[src/rtl/apb3_pkg.sv]
// Shared constants and FSM state encoding for the APB3 master bridge.
package apb3_pkg;

  localparam int unsigned APB3_NUM_SLOTS = 16;
  localparam int unsigned APB3_SLOT_W    = 4;

  typedef enum logic [1:0] {
    ST_IDLE   = 2'd0,
    ST_SETUP  = 2'd1,
    ST_ACCESS = 2'd2,
    ST_RESP   = 2'd3
  } apb3_state_e;

endpackage

[src/rtl/apb3_slot_decode.sv]
// Slot number plus enable to one-hot PSELS vector (combinational).
module apb3_slot_decode
  import apb3_pkg::*;
(
  input  logic [APB3_SLOT_W-1:0]    slot,
  input  logic                      en,
  output logic [APB3_NUM_SLOTS-1:0] psels_c
);

  always_comb begin
    psels_c = '0;
    if (en) psels_c[slot] = 1'b1;
  end

endmodule

[src/rtl/apb3_master_bridge.sv]
// APB3 initiator: single-beat fabric commands become SETUP/ACCESS transfers
// on a 16-slot APB bus, with wait-state handling and a bounded timeout.
module apb3_master_bridge
  import apb3_pkg::*;
#(
  parameter int unsigned APB_DWIDTH     = 32,
  parameter int unsigned SLOT_SHIFT     = 24,
  parameter int unsigned TIMEOUT_CYCLES = 256
) (
  input  logic                      PCLK,
  input  logic                      PRESETN,
  input  logic                      cmd_valid,
  output logic                      cmd_ready,
  input  logic                      cmd_write,
  input  logic [31:0]               cmd_addr,
  input  logic [APB_DWIDTH-1:0]     cmd_wdata,
  output logic                      rsp_valid,
  output logic [APB_DWIDTH-1:0]     rsp_rdata,
  output logic                      rsp_err,
  output logic                      rsp_timeout,
  output logic [31:0]               PADDR,
  output logic [APB3_NUM_SLOTS-1:0] PSELS,
  output logic                      PENABLE,
  output logic                      PWRITE,
  output logic [APB_DWIDTH-1:0]     PWDATA,
  input  logic                      PREADY,
  input  logic                      PSLVERR,
  input  logic [APB_DWIDTH-1:0]     PRDATA
);

  // A zero TIMEOUT_CYCLES still needs a legal 1-bit counter.
  localparam int unsigned CNT_W   = (TIMEOUT_CYCLES == 0) ? 1 : $clog2(TIMEOUT_CYCLES + 1);
  localparam int unsigned TO_LAST = (TIMEOUT_CYCLES == 0) ? 0 : TIMEOUT_CYCLES - 1;
  localparam bit          TO_EN   = (TIMEOUT_CYCLES != 0);

  apb3_state_e               state_q, state_d;
  logic [CNT_W-1:0]          cnt_q, cnt_d;
  logic [APB3_SLOT_W-1:0]    slot_q, slot_d;
  logic                      psel_en_d;
  logic [APB3_NUM_SLOTS-1:0] psels_d;
  logic                      cmd_ready_d, rsp_valid_d, rsp_err_d, rsp_timeout_d;
  logic                      penable_d, pwrite_d;
  logic [APB_DWIDTH-1:0]     rsp_rdata_d, pwdata_d;
  logic [31:0]               paddr_d;

  apb3_slot_decode u_slot_decode (
    .slot    (slot_d),
    .en      (psel_en_d),
    .psels_c (psels_d)
  );

  // Next-state and next-output logic; every output is registered below.
  always_comb begin
    state_d       = state_q;
    cnt_d         = cnt_q;
    slot_d        = slot_q;
    psel_en_d     = 1'b0;
    cmd_ready_d   = 1'b0;
    rsp_valid_d   = 1'b0;
    rsp_rdata_d   = rsp_rdata;
    rsp_err_d     = rsp_err;
    rsp_timeout_d = rsp_timeout;
    penable_d     = 1'b0;
    paddr_d       = PADDR;
    pwrite_d      = PWRITE;
    pwdata_d      = PWDATA;

    case (state_q)
      ST_IDLE: begin
        cmd_ready_d = 1'b1;
        if (cmd_valid && cmd_ready) begin
          state_d     = ST_SETUP;
          cmd_ready_d = 1'b0;
          paddr_d     = cmd_addr;
          pwrite_d    = cmd_write;
          pwdata_d    = cmd_wdata;
          slot_d      = cmd_addr[SLOT_SHIFT +: APB3_SLOT_W];
          psel_en_d   = 1'b1;
        end
      end
      ST_SETUP: begin
        state_d   = ST_ACCESS;
        psel_en_d = 1'b1;
        penable_d = 1'b1;
        cnt_d     = '0;
      end
      ST_ACCESS: begin
        psel_en_d = 1'b1;
        penable_d = 1'b1;
        // PREADY wins over an expiring count.
        if (PREADY) begin
          state_d       = ST_RESP;
          psel_en_d     = 1'b0;
          penable_d     = 1'b0;
          rsp_valid_d   = 1'b1;
          rsp_rdata_d   = PWRITE ? '0 : PRDATA;
          rsp_err_d     = PSLVERR;
          rsp_timeout_d = 1'b0;
        end else if (TO_EN && (cnt_q == CNT_W'(TO_LAST))) begin
          state_d       = ST_RESP;
          psel_en_d     = 1'b0;
          penable_d     = 1'b0;
          rsp_valid_d   = 1'b1;
          rsp_rdata_d   = '0;
          rsp_err_d     = 1'b1;
          rsp_timeout_d = 1'b1;
        end else begin
          cnt_d = cnt_q + CNT_W'(1);
        end
      end
      ST_RESP: begin
        state_d     = ST_IDLE;
        cmd_ready_d = 1'b1;
      end
      default: begin
        state_d     = ST_IDLE;
        cmd_ready_d = 1'b1;
      end
    endcase
  end

  always_ff @(posedge PCLK or negedge PRESETN) begin
    if (!PRESETN) begin
      state_q     <= ST_IDLE;
      cnt_q       <= '0;
      slot_q      <= '0;
      cmd_ready   <= 1'b1;
      rsp_valid   <= 1'b0;
      rsp_rdata   <= '0;
      rsp_err     <= 1'b0;
      rsp_timeout <= 1'b0;
      PADDR       <= '0;
      PSELS       <= '0;
      PENABLE     <= 1'b0;
      PWRITE      <= 1'b0;
      PWDATA      <= '0;
    end else begin
      state_q     <= state_d;
      cnt_q       <= cnt_d;
      slot_q      <= slot_d;
      cmd_ready   <= cmd_ready_d;
      rsp_valid   <= rsp_valid_d;
      rsp_rdata   <= rsp_rdata_d;
      rsp_err     <= rsp_err_d;
      rsp_timeout <= rsp_timeout_d;
      PADDR       <= paddr_d;
      PSELS       <= psels_d;
      PENABLE     <= penable_d;
      PWRITE      <= pwrite_d;
      PWDATA      <= pwdata_d;
    end
  end

endmodule

[config.mk]
export PLATFORM = sky130hd
export DESIGN_NAME = apb3_master_bridge
export DESIGN_NICKNAME = d
export VERILOG_FILES = /design/src/rtl/apb3_pkg.sv /design/src/rtl/apb3_slot_decode.sv /design/src/rtl/apb3_master_bridge.sv
export SDC_FILE = /design/constraint.sdc
export NUM_CORES = 1
export LEC_CHECK = 0
export CAP_MARGIN = 40
export CORE_UTILIZATION = 38
export CTS_CLUSTER_SIZE = 10
export DETAILED_ROUTE_END_ITERATION = 10
export PLACE_DENSITY = 0.74
export SLEW_MARGIN = 30
export SYNTH_ARGS = -nofsm -noshare
export SYNTH_HDL_FRONTEND = slang
export SYNTH_HIERARCHICAL = 1
export SYNTH_SLANG_ARGS = --single-unit
[constraint.sdc]
create_clock -name PCLK -period 2.05 [get_ports PCLK]
set_input_delay 0.41 -clock PCLK [delete_from_list [all_inputs] [get_ports PCLK]]
set_output_delay 0.41 -clock PCLK [all_outputs]
set_load 0.03 [all_outputs]
==> results.sh <==
export IMPL_setup_viol=0
export IMPL_seq_area_frac_synth_pct=64.7
export IMPL_fmax_mhz=496
export IMPL_synth_top_family_by_area="simple AND/OR/NAND/NOR gates"
export IMPL_ys_async_sr_fraction_pct=100
export IMPL_path_clk_slew_ns=0.05
export IMPL_drc_errors=0
export IMPL_dr_pass1_iters=4
export IMPL_startpoint_type="flop"
export IMPL_min_period_over_period_pct=98.3
export IMPL_initial_utilization_pct=38.9
export IMPL_die_w_um=118
export IMPL_fin_tns_setup_ns=0
export IMPL_ios=220
export IMPL_max_slew_margin_pct=61.0
export IMPL_dp_hpwl_mm=10.3
export IMPL_rsz0062_at_grt="yes"
export IMPL_cts_sinks=133
export IMPL_synth_compound_area_share_pct=2.04
export IMPL_numCtsBuffers=17
export IMPL_h_tree_depth=4
export IMPL_ys_flop_type="dfrtp_1"
export IMPL_via_count=4623
export IMPL_gr_total_overflow=0
export IMPL_synth_simple_gate_area_share_pct=28.3
export IMPL_cp_required_ns=2.38
export IMPL_final_cell_count_no_fill=976
export IMPL_worstMarginPinSlew_ns=0.584
export IMPL_grt_start_max_net_pins=59
export IMPL_first_iter_violations=328
export IMPL_cts_tree="built"
export IMPL_syn_inst=549
export IMPL_yosys_area_top_type="dfrtp_1"
export IMPL_hp_class="reg2reg"
export IMPL_synthDistinctLibCells=35
export IMPL_synth_avg_cell_area_sq_um=9.38
export IMPL_grt_pass1_wl_mm=24.0
export IMPL_rows=42
export IMPL_detail_route_wirelength_mm=14.6
export IMPL_syn_cell_area_sq_um=5150
export IMPL_die_h_um=118
export IMPL_synth_edf_count=0
export IMPL_path_max_fanout=4
export IMPL_ant_nets=0
export IMPL_worstSetupPathType="reg2reg"
export IMPL_place_inst=939
export IMPL_synth_area_top_cells="dfrtp_1 (64%), nand2_1 (20%), nand3_1 (3.9%), ha_1 (1.7%), clkbuf_1 (1.7%)"
export IMPL_min_period_ns=2.01
export IMPL_ys_warn_count=6
export IMPL_grt_pass1_vias=4739
export IMPL_drv_cap=0
export IMPL_port_buffers=219
export IMPL_via_per_inst=4.74
export IMPL_synth_top_area_share_pct=64.2
export IMPL_leakagePower_nw=4.06
export IMPL_drv_slew=0
export IMPL_core_sq_um=13200
export IMPL_die_area_sq_um=14000
export IMPL_synth_fa_ha_area_share_pct=1.70
export IMPL_wl_per_cell_um=15.0
export IMPL_muxShareOfSynthArea_pct=0.608
export IMPL_yosys_register_bits=133
export IMPL_syn_nets=658
export IMPL_grt_use_total_pct=22.1
export IMPL_skew_ns=0.00861
export IMPL_end_kind="flop"
export IMPL_finalHoldViolCount=0
export IMPL_synthToLayoutAreaGrowth_pct=63.5
export IMPL_insertion_delay_ns=0.41
export IMPL_status="complete, no violations"
export IMPL_antenna_found_initial=0
export IMPL_final_nets=896
export IMPL_rrSetupSlack_ns=0.04
export IMPL_power_mw=13.4
export IMPL_whs_ns=0.464
export IMPL_synth_xor_area_share_pct=0.170
export IMPL_powerDensity_nw_per_um2=1600
export IMPL_root_buffer="clkbuf_16"
export IMPL_antenna_cells=0
export IMPL_synthTopCellsByCount="nand2_1 (275), dfrtp_1 (132), nand3_1 (40)"
export IMPL_vdd_drop_max_mv=0.564
export IMPL_worstPathArrival_ns=2.35
export IMPL_yosysMostFrequentCell="nand2_1"
export IMPL_clockBufferDepth=2
export IMPL_gp_congestion=0.818
export IMPL_drive_above_1_share_pct=10.0
## kinds of logic (layout without fill, tap and decap cells)
kind of cell               count (synthesis)  after routing
muxes                                      3              3
buffers and inverters                     33            284
AOI/OAI and AO/OA                         17             17
adders and majority gates                  7              7
DFF                                      133            133
xor gates and xnor gates                   1              1
and+or+nand+nor                          355            355
## repair_timing
item	in CTS	in global routing
pin swaps	3	8
setup buffers	2	2
resized for setup	4	11
hold buffers	1	0
hold endpoints to repair	31	0
endpoints found under the setup margin	4	53
## cell type report
cell class              count  area (sq um)
clock inverters             9           149
multi-input cells         383          1760
clock buffers              23           478
well taps                 176           220
repair buffers            246          2460
fillers                  1073          4820
inverters                   6          22.5
flip-flops and latches    133          3330
## cells in the final DEF (no fill, tap or decap), types with 2 or more instances in the layout
| cell type | instances |
|---|---|
| nand4_1 | 2 |
| or3b_4 | 2 |
| nand3_1 | 38 |
| o21ai_0 | 5 |
| buf_12 | 5 |
| bufinv_16 | 4 |
| nand3_2 | 2 |
| nor3_2 | 4 |
| dfrtp_1 | 132 |
| nor3_1 | 3 |
| nand2b_1 | 4 |
| clkbuf_1 | 3 |
| nor2_2 | 2 |
| nand3b_1 | 2 |
| clkbuf_16 | 17 |
| buf_4 | 21 |
| nor2_1 | 14 |
| clkbuf_8 | 3 |
| ha_2 | 3 |
| clkdlybuf4s50_1 | 217 |
| a21oi_1 | 4 |
| ha_1 | 4 |
| inv_1 | 4 |
| mux2i_1 | 2 |
| nand2_1 | 274 |
| clkinv_2 | 4 |
## routing by layer
layer / part of all wire (%) / global-route usage [%] / up-vias
li1: - / - / 2214
met1: 39 / 25.7 / 2219
met2: 53 / 38.5 / 152
met3: 4.6 / 5.26 / 38
met4: 3.2 / 10.3 / 0
met5: 0 / 0 / -
## per-stage QoR
stage	setup slack [ns]	utilization, %	instance area [sq um]
2_1_floorplan	0.00985	-	5160
3_3_place_gp	-0.0386	58.2	7700
3_5_place_dp	-0.0611	58.2	7700
4_1_cts	0.000435	63.2	8370
5_1_grt	-0.0622	63.6	8420
6_report	0.0359	63.6	8420
## state kept, by name (all words and copies together) (netlist names)
register and flops:
state_q 2, PWRITE 1, rsp_err 1, PADDR 32
slot_q 4, rsp_timeout 1, cnt_q 9, PWDATA 32
PSELS 16, rsp_rdata 32, rsp_valid 1, cmd_ready 1
PENABLE 1
## final timing paths
| kind | end | cells after the start | start |
|---|---|---|---|
| worst max-delay path | PSELS[0] | 10 | cnt_q[1] |
| worst min register to register | rsp_rdata[12] | 2 | rsp_rdata[12] |
| worst max register to register | PSELS[0] | 10 | cnt_q[1] |
| worst min-delay path | rsp_rdata[12] | 2 | rsp_rdata[12] |
| max in group asynchronous | PADDR[29] | 3 | PRESETN |
| min in group asynchronous | PSELS[5] | 2 | PRESETN |
## critical path, stage by stage (launching register included)
cell and delay, ns:
dfrtp_1 0.38, ha_2 0.20, inv_2 0.07, nor3_2 0.04, ha_2 0.19, buf_6 0.12
nor3b_4 0.22, nor3_2 0.05, nor2_1 0.14, or3b_4 0.43, nor3_2 0.10
## power by group
group          internal [mW]  total [mW]  switching, mW
registers               3.65        4.20          0.555
clock network           2.12        3.19           1.06
logic                   2.45        6.05           3.60
Power figures use the tool's default switching activity.
